### src/rtl/fp_add_arbiter_pkg.sv
// Shared types and helpers for the fp_add arbiter.
// Optional feature macro: FP_ARB_RSP_REG_EN (registered response outputs).
// FP_ADD_LAT supplies the default adder latency when not set by the build.

`ifndef FP_ADD_LAT
`define FP_ADD_LAT 4
`endif

package fp_add_arbiter_pkg;

    // Default pipeline depth of the shared adder.
    localparam int FP_ADD_LAT_DEFAULT = `FP_ADD_LAT;

    // Arbiter states: open arbitration, or serving one requester's burst.
    typedef enum logic {
        ARB  = 1'b0,
        LOCK = 1'b1
    } arb_state_t;

    // Circular increment of a requester index.
    function automatic int wrap_inc(input int idx, input int n);
        return (idx + 1 >= n) ? 0 : idx + 1;
    endfunction

endpackage

### src/rtl/fp_add_arbiter_rr_picker.sv
// Combinational circular priority encoder: first request at or after ptr.

module fp_add_arbiter_rr_picker #(
    parameter int N     = 4,
    parameter int IDX_W = 2
) (
    input  logic [N-1:0]     req,
    input  logic [IDX_W-1:0] ptr,
    output logic [N-1:0]     gnt,
    output logic [IDX_W-1:0] idx,
    output logic             found
);

    int               sum;
    logic [IDX_W-1:0] cand;

    // Walk the requests starting at ptr, wrapping, and keep the first hit.
    always_comb begin
        gnt   = '0;
        idx   = '0;
        found = 1'b0;
        sum   = 0;
        cand  = '0;
        for (int k = 0; k < N; k++) begin
            sum = int'(ptr) + k;
            if (sum >= N) begin
                sum = sum - N;
            end
            cand = IDX_W'(sum);
            if (!found && req[cand]) begin
                found     = 1'b1;
                gnt[cand] = 1'b1;
                idx       = cand;
            end
        end
    end

endmodule

### src/rtl/fp_add_arbiter.sv
// Shares one pipelined fp_add among NUM_REQ requesters. Round-robin grant
// with burst locking; a tag pipeline of FP_LAT slots routes each result back
// to its issuer exactly FP_LAT cycles after issue.
// Optional feature macro: FP_ARB_RSP_REG_EN adds a response register stage.

module fp_add_arbiter
    import fp_add_arbiter_pkg::*;
#(
    parameter int NUM_REQ = 4,
    parameter int FP_LAT  = FP_ADD_LAT_DEFAULT,
    parameter int TAG_W   = 3
) (
    input  logic                     clk,
    input  logic                     rst_n,
    input  logic [NUM_REQ-1:0]       req_val,
    input  logic [NUM_REQ*32-1:0]    req_a,
    input  logic [NUM_REQ*32-1:0]    req_b,
    input  logic [NUM_REQ-1:0]       req_sub,
    input  logic [NUM_REQ-1:0]       req_last,
    input  logic [NUM_REQ*TAG_W-1:0] req_tag,
    output logic [NUM_REQ-1:0]       req_gnt,
    output logic [31:0]              add_a,
    output logic [31:0]              add_b,
    output logic                     add_en,
    output logic                     add_sub,
    input  logic [31:0]              add_y,
    output logic [NUM_REQ-1:0]       rsp_val,
    output logic [31:0]              rsp_data,
    output logic [TAG_W-1:0]         rsp_tag,
    output logic                     busy
);

    localparam int ID_W = $clog2(NUM_REQ);

    typedef struct packed {
        logic             valid;
        logic [ID_W-1:0]  id;
        logic [TAG_W-1:0] tag;
    } arb_slot_t;

    arb_state_t      state_reg;
    logic [ID_W-1:0] rr_ptr_reg;
    logic [ID_W-1:0] lock_id_reg;

    logic [NUM_REQ-1:0] pick_gnt;
    logic [ID_W-1:0]    pick_idx;
    logic               pick_found;

    logic [NUM_REQ-1:0] grant_vec;
    logic [ID_W-1:0]    grant_idx;
    logic               grant_any;

    logic [31:0]      a_masked   [NUM_REQ];
    logic [31:0]      b_masked   [NUM_REQ];
    logic [TAG_W-1:0] tag_masked [NUM_REQ];
    logic [TAG_W-1:0] sel_tag;
    logic             sel_last;

    fp_add_arbiter_rr_picker #(
        .N     (NUM_REQ),
        .IDX_W (ID_W)
    ) rr_picker (
        .req   (req_val),
        .ptr   (rr_ptr_reg),
        .gnt   (pick_gnt),
        .idx   (pick_idx),
        .found (pick_found)
    );

    // Grant: round-robin pick when arbitrating, only the lock owner when locked.
    always_comb begin
        grant_vec = '0;
        grant_idx = lock_id_reg;
        grant_any = 1'b0;
        if (rst_n) begin
            if (state_reg == ARB) begin
                grant_vec = pick_gnt;
                grant_idx = pick_idx;
                grant_any = pick_found;
            end else if (req_val[lock_id_reg]) begin
                grant_vec[lock_id_reg] = 1'b1;
                grant_any              = 1'b1;
            end
        end
    end

    assign req_gnt = grant_vec;

    // Per-requester operand slices masked by the one-hot grant.
    generate
        for (genvar gi = 0; gi < NUM_REQ; gi++) begin : g_mask
            assign a_masked[gi]   = grant_vec[gi] ? req_a[gi*32 +: 32] : 32'h0;
            assign b_masked[gi]   = grant_vec[gi] ? req_b[gi*32 +: 32] : 32'h0;
            assign tag_masked[gi] = grant_vec[gi] ? req_tag[gi*TAG_W +: TAG_W] : '0;
        end
    endgenerate

    // OR-reduce the masked slices into the single adder port.
    always_comb begin
        add_a   = 32'h0;
        add_b   = 32'h0;
        sel_tag = '0;
        for (int i = 0; i < NUM_REQ; i++) begin
            add_a   = add_a | a_masked[i];
            add_b   = add_b | b_masked[i];
            sel_tag = sel_tag | tag_masked[i];
        end
    end

    assign add_en   = grant_any;
    assign add_sub  = |(req_sub & grant_vec);
    assign sel_last = |(req_last & grant_vec);

    // Arbitration state: enter LOCK on a non-final grant, advance pointer past
    // the requester whose single op or burst just finished.
    always_ff @(posedge clk or negedge rst_n) begin
        if (!rst_n) begin
            state_reg   <= ARB;
            rr_ptr_reg  <= '0;
            lock_id_reg <= '0;
        end else if (grant_any) begin
            case (state_reg)
                ARB: begin
                    if (!sel_last) begin
                        state_reg   <= LOCK;
                        lock_id_reg <= grant_idx;
                    end else begin
                        rr_ptr_reg <= ID_W'(wrap_inc(int'(grant_idx), NUM_REQ));
                    end
                end
                LOCK: begin
                    if (sel_last) begin
                        state_reg  <= ARB;
                        rr_ptr_reg <= ID_W'(wrap_inc(int'(lock_id_reg), NUM_REQ));
                    end
                end
                default: state_reg <= ARB;
            endcase
        end
    end

    arb_slot_t        slot_reg [FP_LAT];
    logic [FP_LAT-1:0] slot_valid_vec;

    // Slot 0 captures the op issued this cycle (or an empty slot).
    always_ff @(posedge clk or negedge rst_n) begin
        if (!rst_n) begin
            slot_reg[0] <= '0;
        end else begin
            slot_reg[0].valid <= grant_any;
            slot_reg[0].id    <= grant_idx;
            slot_reg[0].tag   <= sel_tag;
        end
    end

    // Remaining slots shift unconditionally, tracking the adder pipeline.
    generate
        for (genvar gi = 1; gi < FP_LAT; gi++) begin : g_shift
            always_ff @(posedge clk or negedge rst_n) begin
                if (!rst_n) begin
                    slot_reg[gi] <= '0;
                end else begin
                    slot_reg[gi] <= slot_reg[gi-1];
                end
            end
        end
        for (genvar gi = 0; gi < FP_LAT; gi++) begin : g_valid
            assign slot_valid_vec[gi] = slot_reg[gi].valid;
        end
    endgenerate

    arb_slot_t          out_slot;
    logic [NUM_REQ-1:0] rsp_val_comb;
    logic [31:0]        rsp_data_comb;

    assign out_slot = slot_reg[FP_LAT-1];

    generate
        for (genvar gi = 0; gi < NUM_REQ; gi++) begin : g_rsp
            assign rsp_val_comb[gi] = out_slot.valid && (out_slot.id == ID_W'(gi));
        end
    endgenerate

    // Adder output is not ours during reset; hold the data bus at zero then.
    assign rsp_data_comb = rst_n ? add_y : 32'h0;

`ifdef FP_ARB_RSP_REG_EN
    logic [NUM_REQ-1:0] rsp_val_reg;
    logic [31:0]        rsp_data_reg;
    logic [TAG_W-1:0]   rsp_tag_reg;

    // Output register stage for the response.
    always_ff @(posedge clk or negedge rst_n) begin
        if (!rst_n) begin
            rsp_val_reg  <= '0;
            rsp_data_reg <= 32'h0;
            rsp_tag_reg  <= '0;
        end else begin
            rsp_val_reg  <= rsp_val_comb;
            rsp_data_reg <= rsp_data_comb;
            rsp_tag_reg  <= out_slot.tag;
        end
    end

    assign rsp_val  = rsp_val_reg;
    assign rsp_data = rsp_data_reg;
    assign rsp_tag  = rsp_tag_reg;
    assign busy     = (|slot_valid_vec) || (state_reg == LOCK) || (|rsp_val_reg);
`else
    assign rsp_val  = rsp_val_comb;
    assign rsp_data = rsp_data_comb;
    assign rsp_tag  = out_slot.tag;
    assign busy     = (|slot_valid_vec) || (state_reg == LOCK);
`endif

endmodule

### config.mk
export PLATFORM = sky130hd
export DESIGN_NAME = fp_add_arbiter
export DESIGN_NICKNAME = d
export VERILOG_FILES = /design/src/rtl/fp_add_arbiter_pkg.sv /design/src/rtl/fp_add_arbiter_rr_picker.sv /design/src/rtl/fp_add_arbiter.sv
export SDC_FILE = /design/constraint.sdc
export NUM_CORES = 1
export LEC_CHECK = 0
export ABC_AREA = 1
export BUFFER_PORTS_ARGS = -buffer_cell sky130_fd_sc_hd__buf_2
export CAP_MARGIN = 20
export CORE_AREA = 3 3 162 164
export DETAILED_ROUTE_END_ITERATION = 8
export DIE_AREA = 0 0 165 167
export HOLD_SLACK_MARGIN = 0.05
export SYNTH_ARGS = -nofsm -noshare
export SYNTH_HDL_FRONTEND = slang
export SYNTH_HIERARCHICAL = 1
export SYNTH_SLANG_ARGS = --single-unit
### constraint.sdc
create_clock -name clk -period 3 [get_ports clk]
set_input_delay 0.6 -clock clk [delete_from_list [all_inputs] [get_ports clk]]
set_output_delay 0.6 -clock clk [all_outputs]
set_load 0.03 [all_outputs]
==> results of run 1 <==
## per-layer routing
layer / GRT usage / up-vias
met3: 0.0266 / 30
met2: 0.260 / 360
met5: 0 / -
li1: - / 2903
met4: 0.0346 / 2
met1: 0.182 / 2780
## power by group through the flow
stage	clock (mW)	combinational, mW	sequential (mW)
floorplan	0	3.03	0.607
global placement	0	4.80	0.606
detailed placement	0	4.78	0.610
CTS	0.478	5.18	0.609
global route	0.494	6.92	0.627
finish	0.461	6.48	0.609
## layout by cell type (no fill, tap or decap), drive strengths merged
| master | count |
|---|---|
| a21boi | 4 |
| a21oi | 8 |
| inv | 53 |
| nand3 | 24 |
| diode | 4 |
| nor2 | 7 |
| clkinv | 2 |
| nand2 | 363 |
| o21ai | 4 |
| nor3 | 5 |
| clkbuf | 14 |
| buf | 474 |
| dfrtp | 29 |
| nand4 | 79 |
| ha | 9 |
| bufbuf | 1 |
## kinds of logic after synthesis
group	count (synthesis)
fa+ha+maj	9
simple gates	477
flops	29
buf+inv	89
compound gates	16
## per-stage QoR
stage	instances	total power, mW	hold WS (ps)
6_report	1410	7.55	340
5_1_grt	1409	8.04	343
4_1_cts	1385	6.26	342
3_5_place_dp	1373	5.39	336
3_3_place_gp	1373	5.40	332
2_1_floorplan	620	3.64	304
## critical path: cells and delay by family, from the launching register on
family	cells	cell delay, ps
flops	1	400
compound gates	1	140
fa+ha+maj	1	220
simple gates	8	740
buf+inv	5	660
## area by class of cell
cell class | count | area [sq um]
fillers | 2723 | 17500
repair buffers | 483 | 3440
multi-input cells | 503 | 2590
flip-flops and latches | 29 | 726
well taps | 330 | 413
inverters | 53 | 201
clock buffers | 6 | 129
clock inverters | 2 | 10.0
diodes | 4 | 10.0
## repair_timing
item	4_1_cts	5_1_grt
endpoints found under the setup margin	68	68
gates cloned	3	9
resized for setup	48	237
setup buffers	1	12
pin swaps	6	66
## worst min-delay path by stage
stage,from,cells after the start,to,slack (ps)
CTS,slot_reg[12],0,slot_reg[6],340
global route,slot_reg[12],0,slot_reg[6],340
finish,slot_reg[14],0,slot_reg[8],340
global placement,slot_reg[22],0,slot_reg[16],330
detailed placement,slot_reg[22],0,slot_reg[16],340
floorplan,rst_n,0,lock_id_reg[0],300
==> out/metrics.cfg, run 1 <==
[cells_and_area]
area_growth_pct = 117
largest_reg_flops = 18
drive_gt1_frac = 0.540
final_cell_area_sq_um = 7520
num-nets-final = 1398
final_util = 0.300

[run]
cap_viol_max_count = 0

[floorplanning]
die_w_microns = 165
start_util = 0.139
die_y_microns = 167
rows = 58
dieArea_sq_um = 27600
io_pins = 424
coreArea_sq_um = 25000

[synth]
synth-seq-area-share = 0.209
synth_top_cell_by_area = nand2_1
synthTopCellsByArea = nand2_1 (38%), dfrtp_1 (21%), nand4_1 (14%)
synth_most_common_cell = nand2_1
yosysTopAreaCellShare = 0.375
yosys.area_share.simple = 0.610
synth_common_cells = nand2_1 (347), nand4_1 (79), inv_1 (45), dfrtp_1 (29), buf_2 (21)
syn_area_per_cell_sq_um = 5.60
synth-warning-count = 6
synth_cell_types = 22
synth_edf_count = 0
synth_xor_area_frac = 0
synth_fp_nets = 943
async_flop_share = 1.00
synthAdderAreaFrac = 0.0324
synth_ff_type = dfrtp_1
synth_top_family_by_area = simple AND/OR/NAND/NOR gates
synth-seq-cells = 29
synthMuxAreaShare = 0
synth-compound-area-share = 0.0259
syn_area_sq_um = 3470
synth_cells = 620

[setup_path]
slowest_delay_ps = 400
cpMostUsedCell = nand2_1
critPathKind = flop to output port
cp-end-kind = output port
cp-start-kind = flop
cp.required_ps = 2400
rr_startpoint = rr_ptr_reg[0]
crit_start = rr_ptr_reg[0]
cp_slowest_cell = dfrtp_1
worstPathCellList = inv_2 > ha_4 > inv_4 > nand3_2 > nand2_2 > nor2_4 > a21oi_1 > nand3_1 > nand2_1 > nand2_4 > buf_4 > buf_12 > nand2_1 > nand4_1 > buf_6
r2r_slack_ps = 590
cp.arrival_ps = 2440
reg2reg_depth = 18
crit_end = add_a[1]
r2r-end = lock_id_reg[0]
worstPathMaxFanout = 10

[routing]
ant_nets = 0
drtIter0Drc = 366
top_layer_used = met5
via_per_inst = 4.31
wl_per_cell_microns = 16.9
met1_length_microns = 9380
routed_wl_microns = 23800
wl_met3_microns = 2170
vias = 6075
drc = 0
wl_met2_microns = 11900
drt_pre_antenna_iters = 5

[power]
ir_drop_mv = 0.683
power_frac_seq = 0.081
clkPwrFrac = 0.061
p_comb_frac = 0.858
powerDensity_nw_per_um2 = 1000
internal_power_mw = 3.58
p_sw_mw = 3.97
switching_share = 0.526
p_leak_nw = 4.16

[cts]
hold_buffers = 0
clk_pin_slew_ps = 50
cts.path.max_buffers = 2
htreeDepth = 2
insertion_delay_ps = 270
cts_tree = yes
cts_sinks = 29
cts-root-buf = clkbuf_16
cts_buffers = 5

[timing]
setup_slack_ps = -37.5
fmax_mhz = 329
tightestPinTransition_ps = 631
period_needed_ps = 3040
slew_headroom = 0.580
setup_tns_ps = -227
rsz0062_at_grt = yes
setup_viol = 10
finClkSkew_ps = 5.00
slew_viol_final = 0
post-route-period-util = 1.01
finalHoldViolCount = 0

[global_routing]
overflow = 0
grt_usage = 0.147
grt_max_degree = 62
antenna_found_initial = 7
grt_pass1_vias = 5545
grt_pass1_wl_microns = 30900

[placed_design]
dp_hpwl_microns = 18400
io_buffers = 423
place_area_sq_um = 6210
place_congestion = 0.942
place_ws_ps = -46.5

[status]
run_status = complete, but fails checks
violations = negative setup slack

[hold_path]
hold_path.class = flop to flop

Note: power is estimated with default switching activity, not from simulation.
==> run 2, diff against run 1 <==
--- a/constraint.sdc
+++ b/constraint.sdc
@@ -3,2 +3,2 @@
 set_output_delay 0.6 -clock clk [all_outputs]
-set_load 0.03 [all_outputs]
+set_load 0.01 [all_outputs]
==> run 2 against run 1 <==
Via count shrank 0.51%. Power decreased by 23%. Register-to-register slack worse by 60 ps. Maximum frequency is 0.91% higher. Critical endpoint is now add_a[9]. Clock power rose by 25%. The flow still finishes with violations (negative setup slack). Combinational power decreased by 29%. Sequential share of layout area rose by 0.59 points. Non-clock buffer count unchanged.
==> out/metrics.cfg, run 2 (synthesized netlist as in run 1, its figures left out) <==
[status]
run_status = complete, but fails checks
violations = negative setup slack

[cts]
cts_buffers = 5
cts.path.max_buffers = 2
clk_pin_slew_ps = 50
cts_sinks = 29
insertion_delay_ps = 270
cts-root-buf = clkbuf_16
htreeDepth = 2
cts_tree = yes

[cells_and_area]
final_cell_mix = buf_2 (417), nand2_1 (291), nand4_1 (79), nand2_2 (57), inv_1 (42)
largest_reg_flops = 18
area_growth_pct = 104
mostFrequentLayoutCell = buf_2
num-nets-final = 1398
finalNonFillerCells = 1407
final_cell_area_sq_um = 7090
drive_gt1_frac = 0.548
num-fill-cells = 2772

[global_routing]
grt_usage = 0.154
grt_pass1_vias = 5732
grt_pass1_wl_microns = 32300
antenna_found_initial = 3
overflow = 0
grt_max_degree = 62

[power]
total_power_mw = 5.80
powerDensity_nw_per_um2 = 818
ir_drop_mv = 0.304
p_leak_nw = 4.05

[floorplanning]
coreArea_sq_um = 25000
die_w_microns = 165
die_y_microns = 167
dieArea_sq_um = 27600
rows = 58
io_pins = 424
start_util = 0.139

[placed_design]
dp_cells = 1368
dp_hpwl_microns = 18500
io_buffers = 423
place_congestion = 0.985
place_area_sq_um = 6120

[timing]
tightestPinTransition_ps = 610
finClkSkew_ps = 3.54
period_needed_ps = 3010
slew_headroom = 0.593
slew_viol_final = 0
setup_slack_ps = -10.2
fmax_mhz = 332
rsz0062_at_grt = yes
setup_viol = 6
finalHoldViolCount = 0
post-route-period-util = 1.00

[setup_path]
worstPathCellList = inv_2 > ha_4 > buf_6 > nand2_4 > nand2_4 > nor2_4 > nand3_1 > nand3_1 > nand2_2 > nand2_4 > buf_12 > buf_12 > clkbuf_16 > nand2_1 > nand4_1 > buf_2
cp_slowest_cell = dfrtp_1
cp-end-kind = output port
cp.arrival_ps = 2410
cp.buffers_inverters = 6
crit_start = rr_ptr_reg[0]
critPathTopFamily = buffers and inverters
cp.required_ps = 2400
slowest_delay_ps = 400
cpMostUsedCell = nand2_4
cp-start-kind = flop
rr_startpoint = rr_ptr_reg[0]
critPathKind = flop to output port
worstPathMaxFanout = 7

[routing]
vias = 6044
routed_wl_microns = 23800
drtIter0Drc = 279
drc = 0
ant_nets = 0
drt_pre_antenna_iters = 5
via_per_inst = 4.30
wl_per_cell_microns = 16.9

[hold_path]
hold_path.class = flop to flop
min_from = slot_reg[13]

[run]
cap_viol_max_count = 0

-- run 2: cell types whose count changed in the layout (fill, tap and decap cells not counted), sizes merged, moves of 2 or more --
cell / change
diode: -3
clkbuf: -3
buf: +4
clkinv: -2
-- run 2: worst paths after layout --
kind                             endpoint  slack [ps]  cells past startpoint
min                           slot_reg[7]         340                      0
min reg2reg                   slot_reg[7]         340                      0
max reg2reg                lock_id_reg[0]         530                     19
min in group asynchronous    slot_reg[22]         480                      2
max                              add_a[9]         -10                     16
max in group asynchronous     out_slot[3]        2110                      2
-- run 2: stage by stage --
step | hold slack (ps) | worst slack [ps] | util | setup TNS (ps)
after floorplan | 304 | 207 | - | 0
after global placement | 332 | -32.7 | 0.245 | -32.7
after detailed placement | 335 | -45.8 | 0.245 | -45.8
after CTS | 344 | -8.13 | 0.263 | -27.8
after global routing | 351 | -158 | 0.283 | -5830
final | 340 | -10.2 | 0.283 | -38.9
-- run 2: final cells by class --
type / instances / area, sq um / share of cell area
multi-input cells: 503 / 2600 / 0.367
inverters: 53 / 204 / 0.0288
clock inverters: 2 / 37.5 / 0.00529
repair buffers: 483 / 2970 / 0.419
clock buffers: 6 / 139 / 0.0196
flip-flops and latches: 29 / 726 / 0.102
well taps: 330 / 413 / 0.0582
diodes: 1 / 2.50 / 0.000353
-- run 2: where the power goes --
part / switching (mW) / leakage, nW / total [mW] / internal (mW)
Combinational: 2.61 / 3.60 / 4.62 / 2.01
Sequential: 0.0747 / 0.375 / 0.607 / 0.533
Clock: 0.162 / 0.0831 / 0.575 / 0.413
-- run 2: what timing repair did --
item / CTS / global route
hold buffers: 0 / 0
gates cloned: 4 / 6
resized for setup: 36 / 89
endpoints found under the setup margin: 66 / 65
pin swaps: 15 / 30
buffers inserted: 7 / 14
-- run 2: metal layers --
layer	global-route usage	part of all wire
met5	0	0.00055
met4	0.0317	0.017
met3	0.0216	0.079
met2	0.278	0.50
met1	0.191	0.41
